### src/rtl/min_scheduler_pkg.sv
// min_scheduler_pkg
//   Shared types and default sizes for the minimum-conflict network scheduler.
//   Contents: FSM state enum, default port count / control width / burst
//   limit, and the width of the in-flight word counter.
package min_scheduler_pkg;

    localparam int NPORTS_DEF    = 16;
    localparam int CTRL_W_DEF    = 4;
    localparam int BURST_MAX_DEF = 8;
    localparam int INFLIGHT_W    = 8;

    typedef enum logic [1:0] {
        IDLE  = 2'd0,
        ISSUE = 2'd1,
        DRAIN = 2'd2
    } state_t;

endpackage

### src/rtl/min_scheduler_if.sv
// min_scheduler_if
//   Bundles the requester / network handshake of the scheduler.
//   req       requester i has a word waiting (held until granted)
//   req_dest  destination of requester i, requester 0 in the top CTRL_W bits
//   valid     network output valid, one bit per output lane
//   push      word on network input lane i consumed this cycle
//   grant     same as push, tells requester i to advance
//   control   network permutation: source i routes to i XOR control
//   busy      words in flight or scheduler not idle
//   Modports: master = requesters + network, slave = scheduler.
interface min_scheduler_if import min_scheduler_pkg::*; #(
    parameter int NPORTS = NPORTS_DEF,
    parameter int CTRL_W = CTRL_W_DEF
) ();

    logic [0:NPORTS-1]        req;
    logic [NPORTS*CTRL_W-1:0] req_dest;
    logic [0:NPORTS-1]        valid;
    logic [0:NPORTS-1]        push;
    logic [0:NPORTS-1]        grant;
    logic [CTRL_W-1:0]        control;
    logic                     busy;

    modport master (
        output req, req_dest, valid,
        input  push, grant, control, busy
    );

    modport slave (
        input  req, req_dest, valid,
        output push, grant, control, busy
    );

endinterface

### src/rtl/min_rr_pick.sv
// min_rr_pick
//   Round-robin selector over control values. Purely combinational.
//   pending  bit c set when some requester would be served by control c
//   rr_ptr   first control value to consider; search wraps modulo NPORTS
//   pick     lowest c >= rr_ptr (wrapping) with pending[c] set
//   any      at least one pending bit set
module min_rr_pick import min_scheduler_pkg::*; #(
    parameter int NPORTS = NPORTS_DEF,
    parameter int CTRL_W = CTRL_W_DEF
) (
    input  logic [0:NPORTS-1] pending,
    input  logic [CTRL_W-1:0] rr_ptr,
    output logic [CTRL_W-1:0] pick,
    output logic              any
);

    always_comb begin
        logic              found;
        logic [CTRL_W-1:0] idx;
        pick  = rr_ptr;
        found = 1'b0;
        idx   = '0;
        for (int k = 0; k < NPORTS; k++) begin
            // CTRL_W-bit add wraps naturally because NPORTS is a power of two
            idx = rr_ptr + CTRL_W'(k);
            if (!found && pending[idx]) begin
                pick  = idx;
                found = 1'b1;
            end
        end
    end

    assign any = |pending;

endmodule

### src/rtl/min_scheduler.sv
// min_scheduler
//   Picks an XOR permutation (control) for the network, pushes every
//   requester whose destination matches it, bounds bursts on one control
//   value and drains the network before switching permutation.
//   Ports:
//     clk, rst     clock, asynchronous active-high reset
//     bus          min_scheduler_if.slave (req/req_dest/valid in,
//                  push/grant/control/busy out)
//     stat_words   words issued, 32-bit wrapping     (MIN_SCHEDULER_STATS_EN)
//     stat_drain   cycles spent in DRAIN, wrapping   (MIN_SCHEDULER_STATS_EN)
//   Build option: define MIN_SCHEDULER_STATS_EN to add the statistics
//   counters and their ports.
//
//   state | meaning
//   IDLE  | nothing issued; pick a control value when requests appear
//   ISSUE | pushing every requester matching the registered control
//   DRAIN | pushes stopped, waiting for the network to empty
module min_scheduler import min_scheduler_pkg::*; #(
    parameter int NPORTS    = NPORTS_DEF,
    parameter int CTRL_W    = CTRL_W_DEF,
    parameter int BURST_MAX = BURST_MAX_DEF
) (
    input  logic        clk,
    input  logic        rst,
`ifdef MIN_SCHEDULER_STATS_EN
    output logic [31:0] stat_words,
    output logic [31:0] stat_drain,
`endif
    min_scheduler_if.slave bus
);

    localparam int BURST_W = $clog2(BURST_MAX + 1);
    localparam int SUM_W   = INFLIGHT_W + 2;
    localparam logic [SUM_W-1:0] INFLIGHT_MAX = SUM_W'((1 << INFLIGHT_W) - 1);

    state_t                state_q, state_d;
    logic [CTRL_W-1:0]     control_q, control_d;
    logic [CTRL_W-1:0]     rr_ptr_q, rr_ptr_d;
    logic [BURST_W-1:0]    burst_q, burst_d;
    logic [INFLIGHT_W-1:0] inflight_q, inflight_d;
    logic                  underflow_q, underflow_d;

    logic [CTRL_W-1:0]     dest [NPORTS];
    logic [0:NPORTS-1]     match_ctrl;
    logic [0:NPORTS-1]     pending;
    logic [0:NPORTS-1]     pending_other;
    logic [0:NPORTS-1]     push_int;
    logic [CTRL_W-1:0]     pick;
    logic                  pick_any;
    logic                  req_any;
    logic                  push_any;
    logic                  other_any;
    logic                  inflight_zero;
    logic [SUM_W-1:0]      n_push, n_valid, n_total;

    for (genvar g = 0; g < NPORTS; g++) begin : g_port
        assign dest[g]       = bus.req_dest[CTRL_W*(NPORTS-g)-1 -: CTRL_W];
        assign match_ctrl[g] = bus.req[g] && (dest[g] == (CTRL_W'(g) ^ control_q));
    end

    // A requester i is served by exactly one control value: dest ^ i.
    always_comb begin
        pending = '0;
        for (int i = 0; i < NPORTS; i++) begin
            if (bus.req[i]) begin
                pending[dest[i] ^ CTRL_W'(i)] = 1'b1;
            end
        end
        pending_other            = pending;
        pending_other[control_q] = 1'b0;
    end

    assign req_any       = |bus.req;
    assign other_any     = |pending_other;
    assign push_any      = |push_int;
    assign inflight_zero = (inflight_q == '0);

    min_rr_pick #(
        .NPORTS (NPORTS),
        .CTRL_W (CTRL_W)
    ) u_pick (
        .pending (pending),
        .rr_ptr  (rr_ptr_q),
        .pick    (pick),
        .any     (pick_any)
    );

    always_ff @(posedge clk or posedge rst) begin
        if (rst) begin
            state_q     <= IDLE;
            control_q   <= '0;
            rr_ptr_q    <= '0;
            burst_q     <= '0;
            inflight_q  <= '0;
            underflow_q <= 1'b0;
        end else begin
            state_q     <= state_d;
            control_q   <= control_d;
            rr_ptr_q    <= rr_ptr_d;
            burst_q     <= burst_d;
            inflight_q  <= inflight_d;
            underflow_q <= underflow_d;
        end
    end

    always_comb begin
        state_d   = state_q;
        control_d = control_q;
        rr_ptr_d  = rr_ptr_q;
        burst_d   = burst_q;
        push_int  = '0;
        case (state_q)
            IDLE: begin
                // Words from an earlier burst may still be in flight after
                // requests dropped; only re-route once they are gone.
                if (pick_any && (inflight_zero || pick == control_q)) begin
                    control_d = pick;
                    burst_d   = '0;
                    state_d   = ISSUE;
                end
            end
            ISSUE: begin
                push_int = match_ctrl;
                // Saturate so a long uncontended burst cannot wrap back to 0.
                if (push_any && burst_q != BURST_W'(BURST_MAX)) begin
                    burst_d = burst_q + 1'b1;
                end
                if (!req_any) begin
                    state_d  = IDLE;
                    rr_ptr_d = control_q + 1'b1;
                    burst_d  = '0;
                end else if (!push_any ||
                             (burst_d == BURST_W'(BURST_MAX) && other_any)) begin
                    state_d  = DRAIN;
                    rr_ptr_d = control_q + 1'b1;
                    burst_d  = '0;
                end
            end
            DRAIN: begin
                if (!req_any) begin
                    state_d = IDLE;
                end else if (inflight_zero) begin
                    control_d = pick;
                    burst_d   = '0;
                    state_d   = ISSUE;
                end
            end
            default: begin
                state_d = IDLE;
            end
        endcase
    end

    // Net push/valid in one step so simultaneous entry and exit cancel.
    always_comb begin
        n_push  = '0;
        n_valid = '0;
        for (int i = 0; i < NPORTS; i++) begin
            n_push  = n_push + SUM_W'(push_int[i]);
            n_valid = n_valid + SUM_W'(bus.valid[i]);
        end
        n_total     = SUM_W'(inflight_q) + n_push;
        underflow_d = underflow_q;
        inflight_d  = inflight_q;
        if (n_valid > n_total) begin
            inflight_d  = '0;
            underflow_d = 1'b1;
        end else if ((n_total - n_valid) > INFLIGHT_MAX) begin
            inflight_d = '1;
        end else begin
            inflight_d = INFLIGHT_W'(n_total - n_valid);
        end
    end

    assign bus.push    = push_int;
    assign bus.grant   = push_int;
    assign bus.control = control_q;
    assign bus.busy    = !inflight_zero || (state_q != IDLE);

`ifdef MIN_SCHEDULER_STATS_EN
    logic [31:0] words_issued;
    logic [31:0] drain_cycles;

    always_ff @(posedge clk or posedge rst) begin
        if (rst) begin
            words_issued <= '0;
            drain_cycles <= '0;
        end else begin
            words_issued <= words_issued + 32'(n_push);
            drain_cycles <= drain_cycles + 32'(state_q == DRAIN);
        end
    end

    assign stat_words = words_issued;
    assign stat_drain = drain_cycles;
`endif

endmodule

### src/flat_wrapper.sv
// flat-port wrapper written by rule: the top's interface ports become plain ports
module min_scheduler_flat import min_scheduler_pkg::*;
#(
    parameter int NPORTS    = NPORTS_DEF,
    parameter int CTRL_W    = CTRL_W_DEF,
    parameter int BURST_MAX = BURST_MAX_DEF
)
  (clk, rst, bus_req, bus_req_dest, bus_valid, bus_push, bus_grant, bus_control, bus_busy);
  min_scheduler_if #(.NPORTS(NPORTS), .CTRL_W(CTRL_W)) bus_i ();
  input  logic clk;
  input  logic rst;
  input wire logic [$bits(bus_i.req)-1:0] bus_req;
  input wire logic [$bits(bus_i.req_dest)-1:0] bus_req_dest;
  input wire logic [$bits(bus_i.valid)-1:0] bus_valid;
  output wire logic [$bits(bus_i.push)-1:0] bus_push;
  output wire logic [$bits(bus_i.grant)-1:0] bus_grant;
  output wire logic [$bits(bus_i.control)-1:0] bus_control;
  output wire logic [$bits(bus_i.busy)-1:0] bus_busy;
  assign bus_i.req = bus_req;
  assign bus_i.req_dest = bus_req_dest;
  assign bus_i.valid = bus_valid;
  assign bus_push = bus_i.push;
  assign bus_grant = bus_i.grant;
  assign bus_control = bus_i.control;
  assign bus_busy = bus_i.busy;
  min_scheduler #(.NPORTS(NPORTS), .CTRL_W(CTRL_W), .BURST_MAX(BURST_MAX)) u_core (.clk(clk), .rst(rst), .bus(bus_i));
endmodule
### config.mk
export PLATFORM = sky130hd
export DESIGN_NAME = min_scheduler_flat
export DESIGN_NICKNAME = d
export VERILOG_FILES = /design/src/rtl/min_scheduler_pkg.sv /design/src/rtl/min_scheduler_if.sv /design/src/rtl/min_rr_pick.sv /design/src/rtl/min_scheduler.sv /design/src/flat_wrapper.sv
export SDC_FILE = /design/constraint.sdc
export NUM_CORES = 1
export LEC_CHECK = 0
export ABC_AREA = 1
export CORE_ASPECT_RATIO = 0.9
export CORE_MARGIN = 10
export CORE_UTILIZATION = 52
export DETAILED_ROUTE_END_ITERATION = 8
export PLACE_DENSITY_LB_ADDON = 0.1
export RECOVER_POWER = 100
export SLEW_MARGIN = 20
export SYNTH_ARGS = -nofsm -noshare
export SYNTH_HDL_FRONTEND = slang
export SYNTH_SLANG_ARGS = --single-unit
### constraint.sdc
create_clock -name clk -period 5.7 [get_ports clk]
set_input_delay 1.71 -clock clk [delete_from_list [all_inputs] [get_ports clk]]
set_output_delay 1.71 -clock clk [all_outputs]
set_load 0.03 [all_outputs]
Word-level counts from Yosys, hierarchy flattened
Cells that the tools add are included.
{ "word_totals": {"ff_bits": 22, "inputBits": 98, "output_inout_bits": 37, "wordCells": 448} }
{ "op_classes": {"n_addsub": 49, "order_cmp": 52, "n_eq_ne": 27, "n_mux": 151, "bitwise": 80, "n_reduce_logical": 84} }
{ "op_table": {"columns": ["operator", "n"], "rows": [
  ["adder 10 x 1 -> 10 bit", 28],
  ["two-way mux 16 bit", 17],
  ["bitwise OR 16 bit", 15],
  ["greater-or-equal comparator 5 bit (second input constant)", 33],
  ["NOT 4 -> 5 bit", 33],
  ["two-way mux 4 bit", 27],
  ["less-than comparator 5 x 1 -> 1 bit (second input constant)", 17],
  ["demux 1 bit (select 4 bit)", 17],
  ["== test 4 bit", 17],
  ["binary-select mux 1 bit (select 4 bit)", 16],
  ["two-way mux 1 bit", 64],
  ["OR reduction 16 bit", 4],
  ["logical AND 1 bit", 51],
  ["adder 4 bit (second input constant)", 8],
  ["NOT 2 bit", 12],
  ["NOT 3 bit", 8],
  ["logical NOT 1 bit", 17],
  ["adder 4 x 3 -> 4 bit (second input constant)", 4],
  ["bitwise AND 16 bit", 1],
  ["two-way mux 8 bit", 2],
  ["NOT 16 bit", 1],
  ["adder 4 x 1 -> 4 bit (second input constant)", 3],
  ["case mux 4 bit (3 select lines)", 1],
  ["adder 8 x 10 -> 10 bit", 1],
  ["other kinds (25)", 46]
]} }

Longest topological paths before layout
{ "depth": {"depth_word": 90, "mapped_depth": 44, "mapped_depth_nobuf": 43} }

Modules after synthesis
From an unflattened synthesis, not the netlist that was laid out.
{ "unflattened": {"cells_unflattened": 1749, "hier_area_um2": 8981.1} }
{ "modules_own_cells": {"columns": ["module", "instances", "cells_per_inst", "area_per_inst_um2", "seq_area_each_um2"], "rows": [
  ["min_scheduler", 1, 1375, 7115.6, 550.5],
  ["min_rr_pick", 1, 374, 1865.5, 0.0]
]} }

Worst setup path before layout
Ideal clock, no wire load.
{ "synth_path": {"path_type": "input port to flip-flop", "startpoint": "input port bus_req_dest[44]", "endpoint": "register u_core.inflight_q[2]", "setup_ps": 120, "arrival_ps": 7866, "required_time_ps": 5580, "path_slack_ps": -2286, "path_stages": 22, "n_path_buf": 1, "path_cell_list": "buf_4 inv_1 nor2_1 nor4_1 nand2_1 nor4_1 fa_1 inv_1 fa_1 fa_1 fa_1 inv_1 ha_1 fa_1 inv_1 fa_1 o31ai_1 a21oi_1 o211ai_1 nand2_1 o21ai_0 inv_1"} }
{ "synth_between": {"elab_chain_len": 20, "word_cells_on_any_way": 21, "classes_between": "add/sub (14); order compare (2); eq/ne (1); mux (3); reduce/logical (1)"} }
{ "synth_lines": {"columns": ["item", "line_no", "text"], "rows": [
  ["start, declared", "flat_wrapper.sv:13", "input wire logic [$bits(bus_i.req_dest)-1:0] bus_req_dest;"],
  ["== test 4 bit *", "min_scheduler.sv:58", "assign match_ctrl[g] = bus.req[g] && (dest[g] == (CTRL_W'(g) ^ control_q));"],
  ["logical AND 1 bit *", "min_scheduler.sv:58", null],
  ["two-way mux 16 bit *", "min_scheduler.sv:112", "case (state_q)"],
  ["named net bus_grant[11]", "flat_wrapper.sv:16", "output wire logic [$bits(bus_i.grant)-1:0] bus_grant;"],
  ["adder 10 x 1 -> 10 bit * (12 in a row)", "min_scheduler.sv:159", "n_push = n_push + SUM_W'(push_int[i]);"],
  ["adder 8 x 10 -> 10 bit *", "min_scheduler.sv:162", "n_total = SUM_W'(inflight_q) + n_push;"],
  ["subtractor 10 bit", "min_scheduler.sv:168", "end else if ((n_total - n_valid) > INFLIGHT_MAX) begin"],
  ["> comparator 10 x 8 -> 1 bit", "min_scheduler.sv:168", null],
  ["two-way mux 8 bit", "min_scheduler.sv:168", null],
  ["two-way mux 8 bit *", "min_scheduler.sv:165", "if (n_valid > n_total) begin"],
  ["named net u_core.inflight_d[2]", "min_scheduler.sv:40", "logic [INFLIGHT_W-1:0] inflight_q, inflight_d;"],
  ["end signal, assigned", "min_scheduler.sv:101", "inflight_q <= inflight_d;"],
  ["end, declared", "min_scheduler.sv:40", null]
]} }
Mark *: on every way through the listed nets, which the timed path passes. The rest lies on a longest branch.
A chain may end at the register's enable or synchronous reset.

Final worst setup path
{ "layout_path": {"startpoint": "input port bus_req_dest[60]", "endpoint": "register u_core.inflight_q[3]"} }
{ "layout_between": {"elab_chain_len": 23, "word_cells_on_any_way": 24, "classes_between": "add/sub (17); order compare (2); eq/ne (1); mux (3); reduce/logical (1)"} }
{ "layout_lines": {"columns": ["item", "line_no"], "rows": [
  ["== test 4 bit *", "min_scheduler.sv:58"],
  ["logical AND 1 bit *", "min_scheduler.sv:58"],
  ["two-way mux 16 bit *", "min_scheduler.sv:112"],
  ["adder 1 x 1 -> 2 bit *", "min_scheduler.sv:159"],
  ["adder 10 x 1 -> 10 bit * (14 in a row)", "min_scheduler.sv:159"],
  ["adder 8 x 10 -> 10 bit *", "min_scheduler.sv:162"],
  ["subtractor 10 bit", "min_scheduler.sv:168"],
  ["> comparator 10 x 8 -> 1 bit", "min_scheduler.sv:168"],
  ["two-way mux 8 bit", "min_scheduler.sv:168"],
  ["two-way mux 8 bit *", "min_scheduler.sv:165"],
  ["named net u_core.inflight_d[3]", "min_scheduler.sv:40"]
]} }
Marks and branches as above.

==> flow_results.org <==
** Worst setup path
- Data arrival time of the critical path :: 7.47 ns
- Number of cells on the worst reg-to-reg path :: 27
- Critical Path End Type :: flip-flop
- Critical path start-end classification :: in2reg
- Max stage delay cell, worst path :: sky130_fd_sc_hd__fa_1
- The cell family contributing the most delay on the critical path is adder cells.
- Largest stage delay on the critical path :: between 0.5 and 0.6 ns
- Startpoint class of the critical path :: input pin
- At the worst endpoint, the required time is 5.84 ns.
- In this run the worst path has a maximum fanout of 4.
- Together, buffers and inverters on the worst path number 9.
- Crit. path cell count :: 27

** Power and ir drop
- Power, Total :: between 6 and 7 mW
- IR analysis of the VDD net gives a maximum drop of approximately 0.89 mV.
- Standby leakage power :: between 7 and 8 nW
- Cell-internal power :: 2.75 mW
- Of the total power, the share spent switching nets is 0.585.
- Sequential fraction of design power :: 0.055
- In this run the power spent charging and discharging nets is 3.87 mW.
- Of the total power, the clock network draws 0.025.
- Combinational share of power :: 0.919
- Power spread over the standard cell area amounts to between 400 and 500 mW/mm².

** Drt
- After detailed routing, the average wire length per cell comes to 19.2 µm.
- Antenna Nets Post-Route :: 0
- For this block, the via count after detailed routing is ~14,000.
- Routed WL :: approximately 45,000 µm
- The first routing iteration left 1,876 violations.
- Dividing the detail-routed via count by the number of cells gives 5.85.
- The pre-antenna-repair detailed-routing pass consisted of 6 iterations.
- DRC violation count after routing :: 0

** CTS
- Buffers inserted to repair hold after CTS numbered 0.
- CTS built an H-tree with a depth of 1.
- # clock sinks :: 22
- For the worst-skew pair, the clock arrives at the later sink with an insertion delay of 0.26 ns.
- After clock tree synthesis, the clock-pin slew on the worst setup and hold paths is roughly 0.06 ns.
- In this run the deepest clock path goes through 2 buffers.
- Inserted Clock Buffers :: 3
- Clock tree from TritonCTS :: built
- CTS placed an instance of sky130_fd_sc_hd__clkbuf_16 at the clock tree root.

** Finish
- At the end of the flow the core is filled with cells to 0.813.
- The number of antenna diodes in the final layout is 0.
- The area growth from synthesis to layout is 53.5%.
- In the final design database the tool counted 2,272 nets.
- Finished layout cell area :: 0.0137 mm²
- Excluding fillers, the count of instances in the completed layout stands at 2,323.
- Layout cell share with drive strength beyond 1 :: 0.356

** Die
- Row generation in the floorplan step produced 45 rows.
- The initial utilization of the core area, before any placement, comes to 0.530.
- In this run the vertical extent of the chip is between 100 and 150 µm.
- In this run the standard cell core region covers 0.0169 mm².
- Ports :: 135
- Die Area :: 0.0229 mm²
- The floorplan step set the die width to between 150 and 200 µm.

** Global route
- Number of global-route vias before repair :: 12,400
- Wire length of the first global-routing pass :: approximately 64,000 µm
- Number of antenna violations at the first check in global routing :: 0
- Total GRT Usage :: 0.349
- Total grt overflow :: 0
- Entering global routing, the biggest net connects 28 pins.

** Synth
- Post-synthesis cell type count :: 45
- Most numerous cell types in the synthesized netlist :: sky130_fd_sc_hd__nor2_1 (393), sky130_fd_sc_hd__nand2_1 (360), sky130_fd_sc_hd__nand3_1 (260), sky130_fd_sc_hd__inv_1 (241), sky130_fd_sc_hd__o21ai_0 (46)
- The cell count after synthesis came out at 1,719.
- In this run the cell area of the synthesized design comes to about 0.0089 mm².
- The share of synthesized area in the top cell type comes to 0.165.
- For this run, the leading register cell type out of synthesis is sky130_fd_sc_hd__dfrtp_1.
- Biggest area consumer among synthesized cells :: sky130_fd_sc_hd__nor2_1
- The share of the Yosys chip area taken by registers is 0.0615.
- Post-Synthesis Net Count :: 1,878
- After synthesis, the cell types taking the most area are sky130_fd_sc_hd__nor2_1 (16%), sky130_fd_sc_hd__nand2_1 (15%), sky130_fd_sc_hd__nand3_1 (15%), sky130_fd_sc_hd__inv_1 (10%), sky130_fd_sc_hd__dfrtp_1 (6.2%).
- Flip-flop and latch count after synthesis :: 22
- Mean post-synth cell area :: 5.20 µm²
- Most frequent cell after synthesis :: sky130_fd_sc_hd__nor2_1
- Async SR Flop Fraction :: 1.00
- Yosys synthesis warning count :: 0
- Yosys mapped a number of flops with a built-in enable equal to 0.

** Place
- Final HPWL from detailed placement :: 33,400 µm
- The congestion estimate from routability-driven global placement came to around 1.1.
- Buffers placed on the I/O ports in this run total 134.
- In this run, placement finished with an instance count of 2,270.
- Worst slack after detailed placement :: -1.86 ns
- Placed instance area :: 0.0123 mm²

** Timing
- Fin Clk Skew :: 0.00532 ns
- Across all setup checks in the final design, the least slack found is -1.62 ns.
- For the pin with the worst max-slew slack, the measured transition is 1.16 ns.
- Subtracting the final worst setup slack from the clock period gives 7.32 ns.
- Setup violations remaining at the end of the flow were counted as 8.
- Setup repair after global routing could not meet its margin everywhere.
- The count of final hold-check violations was 0.
- Relative slew slack :: 0.226
- Share of the cycle needed by the critical path after routing :: 1.28
- The number of max-slew violations in the final report was 0.
- Upper clock frequency limit :: 137 MHz

** Worst hold path
- Hold Crit Depth :: 2
- Worst min path class :: reg2reg

** Run status
- The flow ran to the end, but the final reports show violations.
- The final reports fail on setup timing.

** Job
- Max-cap violations :: 0
[cell usage in the layout, fill, tap and decap left out, types with 7 or more instances in the layout]
cell and instances:
sky130_fd_sc_hd__nor2_1 357, sky130_fd_sc_hd__nand2_1 306, sky130_fd_sc_hd__buf_4 287, sky130_fd_sc_hd__inv_1 218, sky130_fd_sc_hd__nand3_1 161, sky130_fd_sc_hd__nand3_2 104
sky130_fd_sc_hd__inv_2 62, sky130_fd_sc_hd__nand2_2 59, sky130_fd_sc_hd__clkbuf_2 53, sky130_fd_sc_hd__buf_6 47, sky130_fd_sc_hd__nand4_1 41, sky130_fd_sc_hd__o21ai_0 36
sky130_fd_sc_hd__nor2_2 35, sky130_fd_sc_hd__ha_1 35, sky130_fd_sc_hd__clkdlybuf4s50_1 29, sky130_fd_sc_hd__nor2_4 24, sky130_fd_sc_hd__xnor2_1 24, sky130_fd_sc_hd__dfrtp_1 22
sky130_fd_sc_hd__xor2_1 21, sky130_fd_sc_hd__fa_1 20, sky130_fd_sc_hd__a21oi_1 16, sky130_fd_sc_hd__nand3_4 11, sky130_fd_sc_hd__nand2_4 10, sky130_fd_sc_hd__nor4_1 10
sky130_fd_sc_hd__o21ai_1 9, sky130_fd_sc_hd__buf_2 8, sky130_fd_sc_hd__dlygate4sd2_1 7
[worst min-delay path: stages, from the launching register on]
cell and delay (ns):
sky130_fd_sc_hd__dfrtp_1 0.41, sky130_fd_sc_hd__nand2_1 0.07, sky130_fd_sc_hd__nand2_1 0.06
[layer usage]
| metal | global-route usage | share of wire | vias up |
|---|---|---|---|
| met2 | 0.572 | 0.44 | 1040 |
| met1 | 0.429 | 0.36 | 6101 |
| met5 | 0 | 0 | - |
| met4 | 0.146 | 0.059 | 0 |
| met3 | 0.0828 | 0.14 | 245 |
| li1 | - | - | 6207 |
[kinds of logic after synthesis]
family	share of synthesized area
simple gates	0.567
buf+inv	0.159
compound gates	0.0618
fa+ha+maj	0.104
xor+xnor	0.0460
flops	0.0615
[power by group through the flow]
| stage | sequential (mW) | clock (mW) | combinational (mW) |
|---|---|---|---|
| 2_1_floorplan | 0.298 | 0 | 3.06 |
| 3_3_place_gp | 0.339 | 0 | 4.72 |
| 3_5_place_dp | 0.344 | 0 | 4.88 |
| 4_1_cts | 0.347 | 0.164 | 5.26 |
| 5_1_grt | 0.373 | 0.171 | 6.46 |
| 6_report | 0.368 | 0.167 | 6.09 |
[path summary, 6_finish.rpt]
path | start | to | slack (ns)
max | bus_req_dest[60] | u_core.inflight_q[3] | -1.62
min | u_core.burst_q[1] | u_core.burst_q[1] | 0.57
max reg2reg | u_core.bus.control[3] | u_core.inflight_q[3] | -0.73
min reg2reg | u_core.burst_q[1] | u_core.burst_q[1] | 0.57
max in group asynchronous | rst | u_core.state_q[1] | 3.08
min in group asynchronous | rst | u_core.burst_q[1] | 2.08
[final cells by class]
| class | count | area (µm²) |
|---|---|---|
| Timing Repair Buffer | 454 | 3630 |
| Sequential cell | 22 | 551 |
| Multi-Input combinational cell | 1349 | 8140 |
| Clock buffer | 4 | 88.8 |
| Inverter | 283 | 1060 |
| Fill cell | 1188 | 3160 |
| Tap cell | 211 | 264 |
[stage by stage]
step	hold slack, ns	setup TNS [ns]
5_1_grt	0.611	-14.82
3_3_place_gp	0.505	-17.87
3_5_place_dp	0.525	-20.14
6_report	0.574	-12.71
4_1_cts	0.549	-8.99
2_1_floorplan	0.483	-10.61
[registers in the layout (all words and copies together), names as in the netlist]
signal              cells
u_core.burst_q          4
u_core.bus.control      4
u_core.inflight_q       8
u_core.rr_ptr_q         4
u_core.state_q          2
[repair_timing]
action,in CTS,in global routing
pin swaps,107,152
setup buffers,24,26
gates cloned,0,0
endpoints found under the setup margin,18,18
resized for setup,250,309
Power figures use the tool's default switching activity.
